[src/rtl/jtframe_dump_pkg.sv]
// Shared state codes, channel modes and the activation rule for the dump trigger.
// Keeping the activation rule here lets every channel evaluate its trigger the same way.
package jtframe_dump_pkg;

   typedef logic [1:0] dump_state_t;

   localparam dump_state_t ST_IDLE   = 2'd0;
   localparam dump_state_t ST_ARMED  = 2'd1;
   localparam dump_state_t ST_ACTIVE = 2'd2;
   localparam dump_state_t ST_DONE   = 2'd3;

   localparam logic [1:0] MODE_OFF   = 2'd0;
   localparam logic [1:0] MODE_FRAME = 2'd1;
   localparam logic [1:0] MODE_DWNLD = 2'd2;
   localparam logic [1:0] MODE_IMM   = 2'd3;

   // start_hit already includes the frame edge qualifier
   function automatic logic arm_fire(input logic [1:0] mode,
                                     input logic       dedge,
                                     input logic       start_hit);
      return (mode == MODE_IMM)
          || (mode == MODE_DWNLD && dedge)
          || (mode == MODE_FRAME && start_hit);
   endfunction

endpackage

[src/rtl/jtframe_dump_ch.sv]
// One capture-window channel: trigger FSM, remaining-frame down-counter and
// registered open/close/done indications.
//
//  state     | meaning
//  ----------+-------------------------------------------------
//  ST_IDLE   | channel disabled (mode off)
//  ST_ARMED  | waiting for its trigger (start frame, download end, immediate)
//  ST_ACTIVE | window open, rem counts frames left (0 = unbounded)
//  ST_DONE   | window closed, waits for rearm
module jtframe_dump_ch
   import jtframe_dump_pkg::*;
#(
   parameter int FW = 16,
   parameter int LW = 8
) (
   input  logic          clk,
   input  logic          rst_n,
   input  logic          fedge_i,
   input  logic          dedge_i,
   input  logic          rearm_i,
   input  logic [1:0]    mode_i,
   input  logic [FW-1:0] start_i,
   input  logic [FW-1:0] nxt_i,
   input  logic [LW-1:0] len_i,
   output logic          en_nxt_o,
   output logic          dump_en_o,
   output logic          dump_on_o,
   output logic          dump_off_o,
   output logic          done_o
);

   dump_state_t   state_q, state_d;
   logic [LW-1:0] rem_q, rem_d;
   logic          on_q, on_d;
   logic          off_q, off_d;
   logic          en_q, done_q;
   logic          start_hit;

   assign start_hit = fedge_i && (start_i != '0) && (nxt_i == start_i);

   always_comb begin
      state_d = state_q;
      rem_d   = rem_q;
      on_d    = 1'b0;
      off_d   = 1'b0;
      if (mode_i == MODE_OFF) begin
         state_d = ST_IDLE;
         off_d   = (state_q == ST_ACTIVE);
      end else begin
         case (state_q)
            ST_IDLE: state_d = ST_ARMED;
            ST_ARMED: begin
               if (arm_fire(mode_i, dedge_i, start_hit)) begin
                  state_d = ST_ACTIVE;
                  rem_d   = len_i;
                  on_d    = 1'b1;
               end
            end
            ST_ACTIVE: begin
               // rem stays at zero for an unbounded window
               if (fedge_i && rem_q != '0) begin
                  rem_d = rem_q - 1'b1;
                  if (rem_q == LW'(1)) begin
                     state_d = ST_DONE;
                     off_d   = 1'b1;
                  end
               end
            end
            ST_DONE: begin
               if (rearm_i) state_d = ST_ARMED;
            end
            default: state_d = ST_IDLE;
         endcase
      end
   end

   always_ff @(posedge clk or negedge rst_n) begin
      if (!rst_n) begin
         state_q <= ST_IDLE;
         rem_q   <= '0;
         on_q    <= 1'b0;
         off_q   <= 1'b0;
         en_q    <= 1'b0;
         done_q  <= 1'b0;
      end else begin
         state_q <= state_d;
         rem_q   <= rem_d;
         on_q    <= on_d;
         off_q   <= off_d;
         en_q    <= (state_d == ST_ACTIVE);
         done_q  <= (state_d == ST_DONE);
      end
   end

   assign en_nxt_o   = (state_d == ST_ACTIVE);
   assign dump_en_o  = en_q;
   assign dump_on_o  = on_q;
   assign dump_off_o = off_q;
   assign done_o     = done_q;

endmodule

[src/rtl/jtframe_dump_trigger.sv]
// Multi-channel capture-window generator: frame counter from VS falling edges,
// download-end detector and one trigger channel per dump enable.
module jtframe_dump_trigger
   import jtframe_dump_pkg::*;
#(
   parameter int NCH = 2,
   parameter int FW  = 16,
   parameter int LW  = 8
) (
   input  logic              clk,
   input  logic              rst_n,
   input  logic              vs,
   input  logic              dwnld,
   input  logic              rearm,
   input  logic [2*NCH-1:0]  ch_mode,
   input  logic [FW*NCH-1:0] ch_start,
   input  logic [LW*NCH-1:0] ch_len,
   output logic [FW-1:0]     frame_cnt,
   output logic [NCH-1:0]    dump_en,
   output logic [NCH-1:0]    dump_on,
   output logic [NCH-1:0]    dump_off,
   output logic [NCH-1:0]    done,
   output logic              any_en
);

   logic           vs_l_q, dwnld_l_q;
   logic [FW-1:0]  frame_q, nxt;
   logic           any_q;
   logic           fedge, dedge;
   logic [NCH-1:0] en_nxt;

   assign fedge = vs_l_q & ~vs;
   assign dedge = dwnld_l_q & ~dwnld;
   // saturating: the counter sticks at all-ones instead of wrapping
   assign nxt   = (&frame_q) ? frame_q : frame_q + 1'b1;

   always_ff @(posedge clk or negedge rst_n) begin
      if (!rst_n) begin
         vs_l_q    <= 1'b1;
         dwnld_l_q <= 1'b0;
         frame_q   <= '0;
         any_q     <= 1'b0;
      end else begin
         vs_l_q    <= vs;
         dwnld_l_q <= dwnld;
         if (fedge) frame_q <= nxt;
         any_q     <= |en_nxt;
      end
   end

   assign frame_cnt = frame_q;
   assign any_en    = any_q;

   for (genvar c = 0; c < NCH; c++) begin : g_ch
      jtframe_dump_ch #(
         .FW (FW),
         .LW (LW)
      ) u_ch (
         .clk        (clk),
         .rst_n      (rst_n),
         .fedge_i    (fedge),
         .dedge_i    (dedge),
         .rearm_i    (rearm),
         .mode_i     (ch_mode[2*c +: 2]),
         .start_i    (ch_start[FW*c +: FW]),
         .nxt_i      (nxt),
         .len_i      (ch_len[LW*c +: LW]),
         .en_nxt_o   (en_nxt[c]),
         .dump_en_o  (dump_en[c]),
         .dump_on_o  (dump_on[c]),
         .dump_off_o (dump_off[c]),
         .done_o     (done[c])
      );
   end

endmodule
[config.mk]
export PLATFORM = sky130hd
export DESIGN_NAME = jtframe_dump_trigger
export DESIGN_NICKNAME = d
export VERILOG_FILES = /design/src/rtl/jtframe_dump_pkg.sv /design/src/rtl/jtframe_dump_ch.sv /design/src/rtl/jtframe_dump_trigger.sv
export SDC_FILE = /design/constraint.sdc
export NUM_CORES = 1
export LEC_CHECK = 0
export CORE_ASPECT_RATIO = 1.4
export CORE_UTILIZATION = 35
export CTS_CLUSTER_SIZE = 8
export DETAILED_ROUTE_END_ITERATION = 10
export DONT_BUFFER_PORTS = 1
export REMOVE_ABC_BUFFERS = 1
export SYNTH_ARGS = -nofsm -noshare
export SYNTH_HDL_FRONTEND = slang
export SYNTH_HIERARCHICAL = 1
export SYNTH_SLANG_ARGS = --single-unit
[constraint.sdc]
create_clock -name clk -period 3.92 [get_ports clk]
set_clock_uncertainty 0.05 [all_clocks]
set_input_delay 0.784 -clock clk [delete_from_list [all_inputs] [get_ports clk]]
set_output_delay 0.784 -clock clk [all_outputs]
set_load 0.02 [all_outputs]
* Word-level counts from Yosys, hierarchy flattened
Cells that the tools add are included.
** Word-level totals
- Output and inout bits :: 25
- Word-level logic and storage cells :: 110
- Flip-flop bits (word level) :: 47
- Input bits :: 57
** Operators by class
- Reductions and logical operators :: 28
- Bitwise operators :: 6
- Equal/unequal tests :: 24
- Mux-type cells :: 33
- $add $sub $neg :: 3
** Operators with widths (count)
- == test 16 bit :: 2
- 2-to-1 mux 8 bit :: 4
- one-hot mux 8 bit (2 select lines) :: 2
- nonzero test 16 bit :: 2
- == test 2 bit, second input constant :: 12
- 2-to-1 mux 2 bit :: 10
- adder 16 x 1 -> 16 bit, second input constant :: 1
- == test 8 x 1 -> 1 bit, second input constant :: 2
- 2-to-1 mux 16 bit :: 1
- one-hot mux 2 bit (4 select lines) :: 2
- AND reduction 16 bit :: 1
- nonzero test 8 bit :: 2
- subtractor 8 x 1 -> 8 bit, second input constant :: 2
- 2-to-1 mux 1 bit :: 14
- logical AND 1 bit :: 10
- == test 2 x 1 -> 1 bit, second input constant :: 4
- logical NOT 2 bit :: 4
- AND reduction 4 bit :: 2
- logical OR 1 bit :: 4
- != test 2 x 1 -> 1 bit, second input constant :: 2
- != test 2 bit, second input constant :: 2
- NOT 1 bit :: 4
- nonzero test 2 bit :: 2
- AND 1 bit :: 2
- OR reduction 2 bit :: 1

* Longest topological paths before layout
- Depth in word-level cells :: 11
- Depth in mapped cells :: 13
- Depth with buffers taken out :: 12

* Hierarchy
The synthesis kept the hierarchy.
** Modules (own cells, without submodules)
- jtframe_dump_trigger :: cells each 126, area each 1236.2 um^2, times used 1, seq. area each 476.7 um^2
- jtframe_dump_ch at g_ch[0].u_ch :: cells each 120, area each 1071.0 um^2, times used 1, seq. area each 350.3 um^2
- jtframe_dump_ch at g_ch[1].u_ch :: cells each 121, area each 1054.8 um^2, times used 1, seq. area each 350.3 um^2

* Worst setup path after synthesis
No wires, ideal clock.
- Path type :: register to register
- Start point :: reg frame_q[0] (netlist: frame_cnt[0])
- End point :: reg g_ch[0].u_ch.rem_q[5]
- Setup slack :: 0.525 ns
- Required time :: 3.744 ns
- Stages on the path, launching flop included :: 14
- Setup time :: 0.126 ns
- Path buffers :: 1
- Period minus slack after synthesis :: 3.395 ns
- Data arrival time :: 3.219 ns
- Cell sequence :: dfrtp_1 > ha_1 > nand3_2 > or4_4 > buf_6 > nand3_1 > xnor2_1 > xnor2_1 > nand4_1 > nor4_4 > a22oi_4 > inv_6 > o21ai_4 > a221o_1
** Between the ends
- Word-level cells in the longest chain between the ends :: 8
- Elaborated cells on any way between the ends :: 9
- Classes of those cells :: add/sub (1); eq/ne (2); mux (1); reduce/logical (5)
** Ends and longest elaborated chain
- start: declaration :: RTL line jtframe_dump_trigger.sv:27 : logic [FW-1:0] frame_q, nxt;
- start signal: assignment :: RTL line jtframe_dump_trigger.sv:46 : if (fedge) frame_q <= nxt;
- adder 16 x 1 -> 16 bit / AND reduction 16 bit (equally long branches) :: RTL line jtframe_dump_trigger.sv:35 : assign nxt = (&frame_q) ? frame_q : frame_q + 1'b1;
- 2-to-1 mux 16 bit (*) :: RTL line jtframe_dump_trigger.sv:35
- via nxt[11] :: RTL line jtframe_dump_trigger.sv:27
- == test 16 bit (*) :: RTL line jtframe_dump_ch.sv:39 : assign start_hit = fedge_i && (start_i != '0) && (nxt_i == start_i);
- logical AND 1 bit (*) :: RTL line jtframe_dump_ch.sv:39
- logical AND 1 bit (*) :: RTL line jtframe_dump_pkg.sv:23 : || (mode == MODE_FRAME && start_hit);
- logical OR 1 bit (*) :: RTL line jtframe_dump_pkg.sv:23
- != test 2 x 1 -> 1 bit (no source line) (*)
- AND reduction 4 bit (no source line) (*)
- end signal: assignment :: RTL line jtframe_dump_ch.sv:87 : rem_q <= rem_d;
- end: declaration :: RTL line jtframe_dump_ch.sv:33 : logic [LW-1:0] rem_q, rem_d;
Mark *: on every way through the listed nets, which the timed path passes. The rest lies on a longest branch.
A chain may end at the register's enable or synchronous reset.

* Worst setup path after layout
- Start point :: reg frame_q[3] (netlist: frame_cnt[3])
- End point :: reg g_ch[0].u_ch.rem_q[5]
** Between the ends
- Word-level cells in the longest chain between the ends :: 8
- Elaborated cells on any way between the ends :: 9
- Classes of those cells :: add/sub (1); eq/ne (2); mux (1); reduce/logical (5)
** Ends and longest elaborated chain (RTL line)
- AND reduction 16 bit :: jtframe_dump_trigger.sv:35
- 2-to-1 mux 16 bit :: jtframe_dump_trigger.sv:35
- via nxt[2] :: jtframe_dump_trigger.sv:27
- == test 16 bit :: jtframe_dump_ch.sv:39
- logical AND 1 bit :: jtframe_dump_ch.sv:39
- logical AND 1 bit :: jtframe_dump_pkg.sv:23
- logical OR 1 bit :: jtframe_dump_pkg.sv:23
- != test 2 x 1 -> 1 bit (no source line)
- AND reduction 4 bit (no source line)
The timed path passes the listed nets, and every way through them passes these cells.

==> results.yml <==
run:
  cap_violations: 0
global_routing:
  use_met1_pct: 19.65
  grt_util_all_layers_pct: 18.05
  busiest_layer: "met2"
  antenna_found_initial: 0
  grt_pass1_vias: 2657
  grt_pass1_wl_mm: 14.00
  grt_overflow: 0
  grt_max_degree: 48
  met2_usage_pct: 32.32
  grt.met3_usage_pct: 6.031
setup_path:
  regToRegEndpoint: "g_ch[0].u_ch/rem_q[5]"
  critPathKind: "register to register"
  reg2reg_from: "frame_cnt[3]"
  crit_path_max_fanout: 13
  crit_family: "simple AND/OR/NAND/NOR gates"
  cpPeakStageDelay_ns: 0.72
  rrSetupSlack_ns: 0.40
  critPathBufInv: 1
  ff2ff_path_depth: 11
  startpoint_type: "register"
  crit_required_ns: 4.05
  crit_path_top_delay_cell: "or4_4"
  crit_arrival_ns: 3.64
  worstPathCellList: "nand3_2 > or4_4 > nand3_1 > o21a_1 > xnor2_1 > nand4_1 > nor4_4 > a22oi_4 > inv_6 > o21ai_4 > a221o_1"
  cp-end-kind: "register"
cts:
  cts_setup_buffers: 0
  post_cts_resized: 0
  cts_buffers: 5
  clockBufferDepth: 2
  hold_buffers: 0
  clock_latency_ns: 0.29
  cts_tree: "done"
  cts.sinks: 47
  cts.clk_slew.worst_paths_ns: 0.07
  root_buffer: "clkbuf_16"
  htreeDepth: 2
routing:
  dr.pass1.iters: 8
  drt-initial-drc-count: 126
  drc_errors: 4
  vias: 2767
  viasPerCell: 5.753
  routed_wl_mm: 8.744
  wl_per_cell_microns: 18.18
  ant_nets: 0
floorplanning:
  ios: 82
  core_sq_um: 9407
  fp.dieW_microns: 84.83
  die_y_microns: 118.0
  dieArea_sq_um: 10010
  num_rows: 42
  initial_core_util_pct: 35.74
synth:
  yosysMostFrequentCell: "dfrtp_1"
  synth_area_leaders: "dfrtp_1, xnor2_1, a21oi_1"
  yosys_warnings: 6
  ys_ff_latch: 47
  synth_cell_types: 62
  synth_edf_count: 0
  async_flop_share_pct: 100.0
  yosys.area.top_type: "dfrtp_1"
  syn_inst: 367
  synth_ff_type: "dfrtp_1"
  syn_area_sq_um: 3362
  syn_area_per_cell_sq_um: 9.161
  synth_common_cells: "dfrtp_1, xnor2_1, nor2_1"
  synth_top_area_share_pct: 34.24
  ys_seq_area_share_pct: 35.02
sta:
  fin_ws_ns: 0.4037
  final.min_clock_period_ns: 3.516
  max_freq_mhz: 284.4
  relSlewSlack_pct: 41.30
  tightestPinTransition_ns: 0.8804
  rsz0062_at_grt: "no"
  fin_tns_setup_ns: 0
  setup_viol: 0
  hold_viol: 0
  finalCritPeriodShare_pct: 89.70
  slew_viol_final: 0
min_path:
  hold_path_class: "primary input to asynchronous set/reset pin"
power:
  irDropWorstVdd_uv: 393.7
  power_density_nw_per_um2: 523.8
  p_leak_nw: 1.501
placement:
  place_ws_ns: 0.4131
  port_buffers: 0
  gp_congestion: 0.8886
  dpl.hpwl_mm: 7.011
finish:
  area_growth_pct: 7.667
  diodes: 0
  drive_gt1_share_pct: 12.40
  finalNetCount: 434
outcome:
  violations: "design-rule violations"
  status: "complete, but fails checks"
worst max path at each step:
stage,cells after the start,to,slack [ns],startpoint
finish,11,g_ch[0].u_ch/rem_q[5],0.40,frame_cnt[3]
CTS,11,g_ch[0].u_ch/rem_q[5],0.40,frame_cnt[3]
global placement,11,g_ch[0].u_ch/rem_q[5],0.53,frame_cnt[3]
detailed placement,11,g_ch[0].u_ch/rem_q[5],0.41,frame_cnt[3]
global route,11,g_ch[0].u_ch/rem_q[5],0.24,frame_cnt[3]
floorplan,12,g_ch[0].u_ch/rem_q[5],0.56,frame_cnt[0]
per-stage QoR:
| stage | power (mW) | hold WS (ns) | std cells | cell area, sq um | utilization [%] |
|---|---|---|---|---|---|
| after floorplan | 1.307 | 0.4384 | 355 | 3282 | - |
| final | 1.896 | 0.1325 | 481 | 3620 | 38.48 |
| after detailed placement | 1.482 | 0.4396 | 473 | 3480 | 36.99 |
| after global placement | 1.466 | 0.4394 | 473 | 3480 | 36.99 |
| after global routing | 2.017 | 0.1221 | 481 | 3620 | 38.48 |
| after CTS | 1.908 | 0.1250 | 481 | 3620 | 38.48 |
layout by cell type, fill, tap and decap left out, types with 2 or more instances in the layout:
master,synthesis,routed
a21oi_1,29,29
a22oi_1,2,2
a31oi_1,5,5
a41oi_1,2,2
and3_1,8,8
and4_1,4,4
buf_4,1,8
clkbuf_16,0,5
clkinv_2,0,3
dfrtp_1,46,46
ha_1,7,7
inv_1,13,13
mux2_1,2,2
mux2i_1,3,3
nand2_1,25,25
nand2b_1,5,5
nand3_1,14,14
nand3_2,4,4
nand4_1,13,13
nand4_2,2,2
nor2_1,30,30
nor2b_1,4,4
nor3_1,9,9
nor3_2,2,2
nor4_1,14,14
nor4_4,3,3
o21ai_0,14,14
o21ai_1,3,3
o22ai_1,5,5
or2_2,3,3
or3_1,3,3
xnor2_1,40,40
xor2_1,13,13
layout make-up:
class                           instances  area [sq um]
Fill cell                             937          5787
Multi-Input combinational cell        294          2047
Sequential cell                        47          1177
Tap cell                              110         137.6
Clock buffer                            5         125.1
Timing Repair Buffer                    8         60.06
Inverter                               14         57.56
Clock inverter                          3         15.01
power breakdown:
group	switching, mW	internal [mW]
logic	0.384	0.287
registers	0.190	0.614
clock network	0.188	0.233
total	0.762	1.13
kinds of logic after synthesis:
| group | synth area share, % |
|---|---|
| AND/OR/NAND/NOR | 28.06 |
| multiplexers | 1.898 |
| AO/OA/AOI/OAI | 14.51 |
| flip-flops | 35.02 |
| buffers and inverters | 4.094 |
| XOR/XNOR | 13.81 |
| adder cells (fa/ha/maj) | 2.605 |
worst reg2reg max path: cells and delay by family (launching register included):
kind | cells | cell delay (ns)
xor+xnor | 1 | 0.15
buf+inv | 1 | 0.12
compound gates | 4 | 0.82
flops | 1 | 0.60
simple gates | 5 | 1.67
sequential cells by signal, summed over array words and instances, names as in the netlist:
signal                count
g_ch.u_ch/state_q         4
g_ch.u_ch/dump_off_o      2
any_en                    1
frame_cnt                16
dwnld_l_q                 1
g_ch.u_ch/rem_q          16
vs_l_q                    1
g_ch.u_ch/done_o          2
g_ch.u_ch/dump_on_o       2
g_ch.u_ch/dump_en_o       2
routing by layer:
layer,vias to the layer above,share of wire [%]
met5,-,0
met4,0,1.8
met3,9,7.9
met2,88,52
met1,1330,38
li1,1340,-
Note: power is estimated with default switching activity, not from simulation.
